`src/rtl/lcd_scanout_if.sv`:
```
// Frame buffer read port and front/back buffer swap handshake between
// the scanout engine (master) and the frame buffer / writer side (slave).
interface lcd_scanout_if;
    logic [14:0] fb_addr;
    logic [1:0]  fb_dout;
    logic        rd_buf;
    logic        swap_req;
    logic        swap_ack;

    modport master (output fb_addr, rd_buf, swap_ack, input fb_dout, swap_req);
    modport slave  (input fb_addr, rd_buf, swap_ack, output fb_dout, swap_req);
endinterface

```
`src/rtl/lcd_scanout.sv`:
```
// Scans a 160x144 2-bit frame buffer out to a 640x480@60 raster with 3x
// replication, and owns the display/write buffer swap at start of vblank.
module lcd_scanout #(
    parameter int unsigned H_ACTIVE   = 640,
    parameter int unsigned H_FP       = 16,
    parameter int unsigned H_SYNC     = 96,
    parameter int unsigned H_BP       = 48,
    parameter int unsigned V_ACTIVE   = 480,
    parameter int unsigned V_FP       = 10,
    parameter int unsigned V_SYNC     = 2,
    parameter int unsigned V_BP       = 33,
    parameter int unsigned SCALE      = 3,
    parameter int unsigned IMG_W      = 160,
    parameter int unsigned IMG_H      = 144,
    parameter int unsigned X_OFF      = 80,
    parameter int unsigned Y_OFF      = 24,
    parameter logic [11:0] BORDER_RGB = 12'h000
) (
    input  logic          clk,
    input  logic          rst,
    lcd_scanout_if.master fb,
    output logic          frame_start,
    output logic          hsync_n,
    output logic          vsync_n,
    output logic          active,
    output logic [11:0]   rgb
);
    localparam int unsigned CW      = 10;
    localparam int unsigned AW      = 15;
    localparam int unsigned XW      = 8;
    localparam int unsigned SW      = 2;
    localparam int unsigned RW      = 12;
    localparam int unsigned H_TOTAL = H_ACTIVE + H_FP + H_SYNC + H_BP;
    localparam int unsigned V_TOTAL = V_ACTIVE + V_FP + V_SYNC + V_BP;

    localparam logic [CW-1:0] H_LAST   = CW'(H_TOTAL - 1);
    localparam logic [CW-1:0] V_LAST   = CW'(V_TOTAL - 1);
    localparam logic [CW-1:0] H_VIS    = CW'(H_ACTIVE);
    localparam logic [CW-1:0] V_VIS    = CW'(V_ACTIVE);
    localparam logic [CW-1:0] HS_LO    = CW'(H_ACTIVE + H_FP);
    localparam logic [CW-1:0] HS_HI    = CW'(H_ACTIVE + H_FP + H_SYNC);
    localparam logic [CW-1:0] VS_LO    = CW'(V_ACTIVE + V_FP);
    localparam logic [CW-1:0] VS_HI    = CW'(V_ACTIVE + V_FP + V_SYNC);
    localparam logic [CW-1:0] X_LO     = CW'(X_OFF);
    localparam logic [CW-1:0] X_HI     = CW'(X_OFF + IMG_W * SCALE);
    localparam logic [CW-1:0] X_LAST   = CW'(X_OFF + IMG_W * SCALE - 1);
    localparam logic [CW-1:0] Y_LO     = CW'(Y_OFF);
    localparam logic [CW-1:0] Y_HI     = CW'(Y_OFF + IMG_H * SCALE);
    localparam logic [SW-1:0] SUB_LAST = SW'(SCALE - 1);
    localparam logic [AW-1:0] ROW_STEP = AW'(IMG_W);

    logic [CW-1:0] h_count, v_count;
    logic [XW-1:0] src_x;
    logic [SW-1:0] sx_sub, sy_sub;
    logic [AW-1:0] row_base;
    logic          win_d1, win_d2, act_d1, act_d2;
    logic          hs_d1, hs_d2, vs_d1, vs_d2;

    logic          h_last_c, v_last_c, in_x_c, in_y_c, in_win_c, act_c;
    logic          hs_c, vs_c, x_end_c, swap_c;
    logic [RW-1:0] pal_c;

    // Raster decode in the counter domain
    assign h_last_c = (h_count == H_LAST);
    assign v_last_c = (v_count == V_LAST);
    assign in_x_c   = (h_count >= X_LO) && (h_count < X_HI);
    assign in_y_c   = (v_count >= Y_LO) && (v_count < Y_HI);
    assign in_win_c = in_x_c && in_y_c;
    assign x_end_c  = (h_count == X_LAST);
    assign act_c    = (h_count < H_VIS) && (v_count < V_VIS);
    assign hs_c     = (h_count >= HS_LO) && (h_count < HS_HI);
    assign vs_c     = (v_count >= VS_LO) && (v_count < VS_HI);
    assign swap_c   = (h_count == '0) && (v_count == V_VIS);

    always_comb begin
        pal_c = 12'hFFF;
        case (fb.fb_dout)
            2'd1:    pal_c = 12'hAAA;
            2'd2:    pal_c = 12'h555;
            2'd3:    pal_c = 12'h000;
            default: pal_c = 12'hFFF;
        endcase
    end

    // Raster counters and multiplier-free address generation
    always_ff @(posedge clk) begin
        if (!rst) begin
            h_count    <= '0;
            v_count    <= '0;
            src_x      <= '0;
            sx_sub     <= '0;
            sy_sub     <= '0;
            row_base   <= '0;
            fb.fb_addr <= '0;
        end else begin
            h_count <= h_last_c ? '0 : h_count + 1'b1;
            if (h_last_c) begin
                v_count <= v_last_c ? '0 : v_count + 1'b1;
            end

            if (!in_x_c) begin
                src_x  <= '0;
                sx_sub <= '0;
            end else if (sx_sub == SUB_LAST) begin
                src_x  <= src_x + 1'b1;
                sx_sub <= '0;
            end else begin
                sx_sub <= sx_sub + 1'b1;
            end

            // row_base tracks 160*src_y; it steps once per SCALE window lines
            if (!in_y_c) begin
                sy_sub   <= '0;
                row_base <= '0;
            end else if (x_end_c) begin
                if (sy_sub == SUB_LAST) begin
                    sy_sub   <= '0;
                    row_base <= row_base + ROW_STEP;
                end else begin
                    sy_sub <= sy_sub + 1'b1;
                end
            end

            if (in_win_c) begin
                fb.fb_addr <= row_base + AW'(src_x);
            end
        end
    end

    // Delay line keeping sync/active/window aligned with the frame buffer read
    always_ff @(posedge clk) begin
        if (!rst) begin
            win_d1  <= 1'b0;
            win_d2  <= 1'b0;
            act_d1  <= 1'b0;
            act_d2  <= 1'b0;
            hs_d1   <= 1'b1;
            hs_d2   <= 1'b1;
            vs_d1   <= 1'b1;
            vs_d2   <= 1'b1;
            active  <= 1'b0;
            hsync_n <= 1'b1;
            vsync_n <= 1'b1;
            rgb     <= '0;
        end else begin
            win_d1  <= in_win_c;
            win_d2  <= win_d1;
            act_d1  <= act_c;
            act_d2  <= act_d1;
            hs_d1   <= ~hs_c;
            hs_d2   <= hs_d1;
            vs_d1   <= ~vs_c;
            vs_d2   <= vs_d1;
            active  <= act_d2;
            hsync_n <= hs_d2;
            vsync_n <= vs_d2;
            rgb     <= act_d2 ? (win_d2 ? pal_c : BORDER_RGB) : '0;
        end
    end

    // Frame marker and buffer swap, sampled only at the first vblank cycle
    always_ff @(posedge clk) begin
        if (!rst) begin
            frame_start <= 1'b0;
            fb.swap_ack <= 1'b0;
            fb.rd_buf   <= 1'b0;
        end else begin
            frame_start <= (h_count == '0) && (v_count == '0);
            fb.swap_ack <= swap_c && fb.swap_req;
            if (swap_c && fb.swap_req) begin
                fb.rd_buf <= ~fb.rd_buf;
            end
        end
    end
endmodule

```
`src/flat_wrapper.sv`:
```
// flat-port wrapper written by rule: the top's interface ports become plain ports
module lcd_scanout_flat 
#(
    parameter int unsigned H_ACTIVE   = 640,
    parameter int unsigned H_FP       = 16,
    parameter int unsigned H_SYNC     = 96,
    parameter int unsigned H_BP       = 48,
    parameter int unsigned V_ACTIVE   = 480,
    parameter int unsigned V_FP       = 10,
    parameter int unsigned V_SYNC     = 2,
    parameter int unsigned V_BP       = 33,
    parameter int unsigned SCALE      = 3,
    parameter int unsigned IMG_W      = 160,
    parameter int unsigned IMG_H      = 144,
    parameter int unsigned X_OFF      = 80,
    parameter int unsigned Y_OFF      = 24,
    parameter logic [11:0] BORDER_RGB = 12'h000
)
  (clk, rst, frame_start, hsync_n, vsync_n, active, rgb, fb_fb_addr, fb_rd_buf, fb_swap_ack, fb_fb_dout, fb_swap_req);
  lcd_scanout_if fb_i ();
  input  logic clk;
  input  logic rst;
  output logic frame_start;
  output logic hsync_n;
  output logic vsync_n;
  output logic active;
  output logic [11:0] rgb;
  output wire logic [$bits(fb_i.fb_addr)-1:0] fb_fb_addr;
  output wire logic [$bits(fb_i.rd_buf)-1:0] fb_rd_buf;
  output wire logic [$bits(fb_i.swap_ack)-1:0] fb_swap_ack;
  input wire logic [$bits(fb_i.fb_dout)-1:0] fb_fb_dout;
  input wire logic [$bits(fb_i.swap_req)-1:0] fb_swap_req;
  assign fb_fb_addr = fb_i.fb_addr;
  assign fb_rd_buf = fb_i.rd_buf;
  assign fb_swap_ack = fb_i.swap_ack;
  assign fb_i.fb_dout = fb_fb_dout;
  assign fb_i.swap_req = fb_swap_req;
  lcd_scanout #(.H_ACTIVE(H_ACTIVE), .H_FP(H_FP), .H_SYNC(H_SYNC), .H_BP(H_BP), .V_ACTIVE(V_ACTIVE), .V_FP(V_FP), .V_SYNC(V_SYNC), .V_BP(V_BP), .SCALE(SCALE), .IMG_W(IMG_W), .IMG_H(IMG_H), .X_OFF(X_OFF), .Y_OFF(Y_OFF), .BORDER_RGB(BORDER_RGB)) u_core (.clk(clk), .rst(rst), .fb(fb_i), .frame_start(frame_start), .hsync_n(hsync_n), .vsync_n(vsync_n), .active(active), .rgb(rgb));
endmodule
```
`config.mk`:
```
export PLATFORM = sky130hd
export DESIGN_NAME = lcd_scanout_flat
export DESIGN_NICKNAME = d
export VERILOG_FILES = /design/src/rtl/lcd_scanout_if.sv /design/src/rtl/lcd_scanout.sv /design/src/flat_wrapper.sv
export SDC_FILE = /design/constraint.sdc
export NUM_CORES = 1
export LEC_CHECK = 0
export BUFFER_PORTS_ARGS = -buffer_cell sky130_fd_sc_hd__buf_2
export CAP_MARGIN = 30
export CORE_MARGIN = 2
export CORE_UTILIZATION = 30
export CTS_BUF_LIST = sky130_fd_sc_hd__clkbuf_8
export DETAILED_ROUTE_END_ITERATION = 6
export PLACE_DENSITY = 0.48
export SETUP_SLACK_MARGIN = 0.15
export SLEW_MARGIN = 20
export SYNTH_ARGS = -nofsm -noshare
export SYNTH_HDL_FRONTEND = slang
export SYNTH_SLANG_ARGS = --single-unit
```
`constraint.sdc`:
```
create_clock -name clk -period 1.85 [get_ports clk]
set_input_delay 0.0925 -clock clk [delete_from_list [all_inputs] [get_ports clk]]
set_output_delay 0.0925 -clock clk [all_outputs]
set_load 0.05 [all_outputs]
```
==> impl_metrics.toml, run 1 <==
[drt]
post-route-drc-count = 0
wl_per_cell_microns = 13.6
postRouteAntennaNets = 0
drt-initial-drc-count = 77
first_pass_iters = 4
viasPerCell = 4.83
wl_mm = 8.18
via_count = 2905

[final_layout]
fillCellCount = 1087
drive_gt1_share_pct = 34.9
syn_to_final_growth_pct = 34.8
diodes = 0
final_nets = 472

[cts]
clock-sinks = 73
h-tree-depth = 3
path_clk_slew_ns = 0.08
ctsRootBufferMaster = "clkbuf_8"
cts_buffers = 9
clk_latency_ns = 0.36
cts_tree = "done"
clk_path_buf_depth = 2

[worst_setup_path]
end_kind = "flop"
timing.rr.start = "u_core.h_count[9]"
required_ns = 2.14
crit_chain = "or3b_4 > or3_4 > or4_4 > a21oi_2"
worst-path-max-fanout = 7
crit_family = "simple AND/OR/NAND/NOR gates"
crit_arrival_ns = 2.13
slowest_delay_ns = 0.50
slowest_stage = "or4_4"
critical_path_class = "reg -> reg"
worstSetupStartpointType = "flop"
path_buf_inv = 0
crit_start = "u_core.h_count[9]"

[sta]
finalHoldViolCount = 0
slew-limit-headroom_pct = 62.1
finalSetupViolations = 0
fin_worst_skew_ns = 0.0106
fin_crit_sh_pct = 99.4
timing.fmax_mhz = 544
whs_ns = 0.127
rsz0062_at_grt = "yes"
worst_pin_slew_ns = 0.563
finalCriticalPeriod_ns = 1.84
worst_slack_ns = 0.0117
drv_slew = 0

[floorplan]
io_pins = 38
start_util_pct = 30.9
dieArea_sq_um = 12100
floorplan.die.width_microns = 110
design.core.area_sq_um = 10900
num_rows = 38
die_height_microns = 110

[place]
portBuffers = 37
dpl_worst_slack_ns = -0.0295
hpwl_mm = 5.75
gp_congestion = 0.754

[synth]
synth_edf_count = 0
synth_common_cells = "73 x dfxtp_1, 36 x nor2_1, 31 x nand2_1"
yosys-top-cells-area = "dfxtp_1 43%, xnor2_1 4.1%, nor2_1 4.0%"
syn_inst = 380
avgSynthCellArea_sq_um = 8.89
yosysTopAreaCell = "dfxtp_1"
synth_top_area_share_pct = 43.2
ys_warn_count = 0
ys_ff_latch = 73
post-synth-top-count-cell = "dfxtp_1"
async_flop_share_pct = 0
ys.flop_type = "dfxtp_1"
yosysSeqAreaShare_pct = 43.2
syn_area_sq_um = 3380
synthesis.nets = 396
ys_types = 50

[power_and_ir_drop]
ir_drop_uv = 326
p_total_mw = 3.01
p_leak_nw = 1.73
power_density_nw_per_um2 = 661

[hold_path]
hp-class = "in -> reg"
hp-start = "rst"

[flow_run]
maxCapViolations = 0

[status]
outcome = "completed"

[grt]
grt_max_degree = 19
antenna_found_initial = 0
track_usage_pct = 14.5
grt_pass1_wl_mm = 13.1
globalRouteOverflowTotal = 0
grt_pass1_vias = 2738
placed cells by master (no fill, tap or decap), types with 5 or more instances in the layout:
cell type,synthesis,routed
mux2i_1,10,10
a21oi_1,16,13
nor3_1,8,7
o21ai_0,11,8
nand2_1,31,30
inv_1,12,13
xnor2_1,16,16
buf_6,1,9
xor2_1,11,11
and3_1,9,8
or3_1,9,9
clkbuf_8,0,12
dfxtp_2,0,9
buf_2,6,37
ha_1,10,7
a41oi_1,5,5
nand3_1,17,17
dfxtp_1,73,63
nor2_2,0,6
nor2_1,36,30
nand4_1,12,12
buf_4,11,42
nand2b_1,5,5
sequential cells by signal (all words and copies together) (netlist names), 2 cells and up:
name               cells
u_core.v_count        10
u_core.fb.fb_addr     15
u_core.rgb             2
u_core.row_base       10
u_core.sy_sub          2
u_core.src_x           8
u_core.h_count        10
u_core.sx_sub          2
cell type report:
| cell class | count | area, sq um | area share, % |
|---|---|---|---|
| inverters | 14 | 52.6 | 1.15 |
| flip-flops and latches | 73 | 1480 | 32.4 |
| clock inverters | 4 | 42.5 | 0.934 |
| well taps | 140 | 175 | 3.85 |
| clock buffers | 12 | 165 | 3.63 |
| repair buffers | 96 | 737 | 16.2 |
| multi-input cells | 262 | 1910 | 41.9 |
report_power, final:
group          internal [mW]  leakage (nW)  switching, mW
Clock                  0.722         0.115          0.597
Combinational         0.0419          1.02         0.0609
Sequential              1.58         0.595        0.00623
Total                   2.34          1.73          0.665
per-layer routing:
metal,up-vias,track usage [%],part of all wire (%)
li1,1486,-,-
met1,1365,17.3,46
met2,45,24.4,49
met3,9,4.00,3.8
met4,0,6.43,1.7
met5,-,0,0
kinds of logic (layout without fill, tap and decap cells):
kind of cell               count (synthesis)  in the layout  synth area share (%)
DFF                                       73             73                  43.2
AOI/OAI and AO/OA                         56             56                  11.0
adders and majority gates                 11             11                  4.29
xor gates and xnor gates                  27             27                  7.00
and+or+nand+nor                          157            157                  24.5
buffers and inverters                     45            126                  6.70
muxes                                     11             11                  3.30
worst reg2reg max path: stages, from the launching register on:
cell,delay (ns)
dfxtp_2,0.35
or3b_4,0.38
or3_4,0.40
or4_4,0.50
a21oi_2,0.14
worst paths after layout:
kind | endpoint | slack, ns | cells past startpoint
hold reg to reg | u_core.hs_d2 | 0.41 | 1
setup / recovery | u_core.v_count[7] | 0.01 | 4
hold / removal | u_core.vsync_n | 0.13 | 3
setup reg to reg | u_core.v_count[7] | 0.01 | 4
stage by stage:
stage / setup TNS, ns / instance area [sq um] / util [%] / std cells
finish: 0 / 4560 / 41.7 / 601
global route: -0.168 / 4560 / 41.7 / 601
CTS: 0 / 4360 / 39.9 / 597
detailed placement: -0.0295 / 3930 / 35.9 / 565
global placement: 0 / 3930 / 35.9 / 565
floorplan: 0 / 3430 / - / 380
timing repair:
action	in CTS	in global routing
gates resized for setup	22	35
hold buffers	3	0
endpoints found under the setup margin	36	42
cloned	0	1
pin swaps	21	10
endpoints found under the hold margin	3	0
setup buffers	13	3
Power figures use the tool's default switching activity.
==> run 2, diff against run 1 <==
--- a/config.mk
+++ b/config.mk
@@ -8,10 +8,10 @@
 export BUFFER_PORTS_ARGS = -buffer_cell sky130_fd_sc_hd__buf_2
 export CAP_MARGIN = 30
 export CORE_MARGIN = 2
-export CORE_UTILIZATION = 30
+export CORE_UTILIZATION = 50
 export CTS_BUF_LIST = sky130_fd_sc_hd__clkbuf_8
 export DETAILED_ROUTE_END_ITERATION = 6
-export PLACE_DENSITY = 0.48
+export PLACE_DENSITY = 0.73
 export SETUP_SLACK_MARGIN = 0.15
 export SLEW_MARGIN = 20
 export SYNTH_ARGS = -nofsm -noshare
==> run 2 against run 1 <==
Critical path depth up 1. Via count up 1.5%. Critical endpoint is now u_core.v_count[5]. Clock-buffer cell count down 3. Total power up 3.5%. Maximum frequency up 0.77%. Clock power up 8%. Design area down 5.7%. Worst hold slack worse by 0.063 ns. First-iteration DRC count up 110%. Non-clock buffer count down 9.
==> impl_metrics.toml, run 2 (synthesis results as in run 1) <==
[worst_setup_path]
endpoint = "u_core.v_count[5]"
critical_path_class = "reg -> reg"
worst-path-max-fanout = 7
crit_start = "u_core.h_count[3]"
end_kind = "flop"
regToRegSetupSlack_ns = 0.03
crit_arrival_ns = 2.13
timing.rr.start = "u_core.h_count[3]"
reg2reg_depth = 5
timing.rr.end = "u_core.v_count[5]"
required_ns = 2.15
worstSetupStartpointType = "flop"

[sta]
worst_slack_ns = 0.0256
rsz0062_at_grt = "yes"
drv_slew = 0
finalSetupViolations = 0
worst_pin_slew_ns = 0.541
slew-limit-headroom_pct = 63.5
timing.fmax_mhz = 548
fin_worst_skew_ns = 0.0119
finalCriticalPeriod_ns = 1.82
fin_crit_sh_pct = 98.6
finalHoldViolCount = 0

[place]
gp_congestion = 0.854
dpl_worst_slack_ns = -0.00819
hpwl_mm = 4.95
place_inst = 488
portBuffers = 37

[cts]
h-tree-depth = 3
ctsRootBufferMaster = "clkbuf_8"
clk_latency_ns = 0.36
cts_tree = "done"
clk_path_buf_depth = 2
clock-sinks = 73
path_clk_slew_ns = 0.08
cts_buffers = 9

[drt]
via_count = 2950
postRouteAntennaNets = 0
wl_mm = 7.83
viasPerCell = 5.58
drt-initial-drc-count = 159
wl_per_cell_microns = 14.8
post-route-drc-count = 0
first_pass_iters = 4

[power_and_ir_drop]
ir_drop_uv = 555
seqPwrFrac_pct = 50.9
clock_power_share_pct = 46.0
netSwitchingPower_uw = 724
p_total_mw = 3.11
intPower_mw = 2.39
p_leak_nw = 1.63
p_sw_share_pct = 23.2
power_density_nw_per_um2 = 725
pwr-share-comb_pct = 3.1

[final_layout]
final_nets = 463
largest_reg_flops = 15
fillCellCount = 512
layout_common_cells = "61 x dfxtp_1, 39 x buf_4, 38 x buf_2, 36 x nor2_1, 29 x nand2_1"
syn_to_final_growth_pct = 27.1
final_common_cell = "dfxtp_1"
drive_gt1_share_pct = 31.9
regArea_sq_um = 1480
diodes = 0
largest-register = "u_core.fb.fb_addr"
multi_input_area_sq_um = 1850
finalNonFillerCells = 529
post-route-util_pct = 66.5

[grt]
grt_pass1_vias = 2641
grt_max_degree = 22
grt_pass1_wl_mm = 12.4
antenna_found_initial = 0
track_usage_pct = 21.1
globalRouteOverflowTotal = 0

[floorplan]
num_rows = 29
start_util_pct = 52.3
dieArea_sq_um = 7430
floorplan.die.width_microns = 86.2
die_height_microns = 86.2
design.core.area_sq_um = 6460
io_pins = 38

[flow_run]
maxCapViolations = 0

[hold_path]
hp-class = "in -> reg"

[status]
outcome = "completed"
## run 2: final cells by class
| type | instances | share of cell area, % |
|---|---|---|
| inverters | 14 | 1.22 |
| clock buffers | 9 | 2.88 |
| clock inverters | 7 | 2.33 |
| multi-input cells | 262 | 43.1 |
| well taps | 77 | 2.24 |
| repair buffers | 87 | 13.8 |
| flip-flops and latches | 73 | 34.5 |
## run 2: power by group through the flow
stage          Sequential, mW  Clock, mW  Combinational (mW)
2_1_floorplan            1.64          0              0.0375
6_report                 1.59       1.43              0.0957
3_5_place_dp             1.62          0              0.0801
3_3_place_gp             1.62          0              0.0787
4_1_cts                  1.58       1.45              0.0911
5_1_grt                  1.59       1.52               0.104
## run 2: routing by layer
metal	global-route usage, %	wire length (microns)	vias to the layer above
met5	0	0	-
met4	10.1	171	0
met3	4.19	358	14
met2	34.3	3730	76
met1	26.9	3570	1391
li1	-	-	1469
## run 2: worst max-delay path, stage by stage, from the launching register on
cell,delay [ns]
dfxtp_1,0.46
nand4_1,0.21
or3_4,0.47
buf_6,0.14
or3_4,0.36
a21oi_2,0.12
## run 2: worst min-delay path by stage
stage,start,endpoint,cells after the start
final,rst,u_core.vs_d2,2
after global routing,rst,u_core.vs_d2,2
after CTS,rst,u_core.vs_d2,2
after detailed placement,fb_fb_dout[0],u_core.rgb[10],2
after global placement,fb_fb_dout[0],u_core.rgb[10],2
after floorplan,fb_fb_dout[0],u_core.rgb[10],1
## run 2: what timing repair did
item,CTS,global route
setup endpoints to repair,45,50
hold buffers,3,0
gates cloned,0,1
buffers inserted,13,8
pin swaps,9,8
gates resized for setup,25,21
hold endpoints to repair,3,0
## run 2: stage by stage
| step | instance area [sq um] | setup TNS (ns) | hold WS, ns |
|---|---|---|---|
| detailed placement | 3710 | -0.0103 | 0.250 |
| global route | 4300 | 0 | 0.0616 |
| CTS | 4130 | 0 | 0.0537 |
| global placement | 3710 | 0 | 0.252 |
| finish | 4300 | 0 | 0.0641 |
| floorplan | 3430 | 0 | 0.165 |
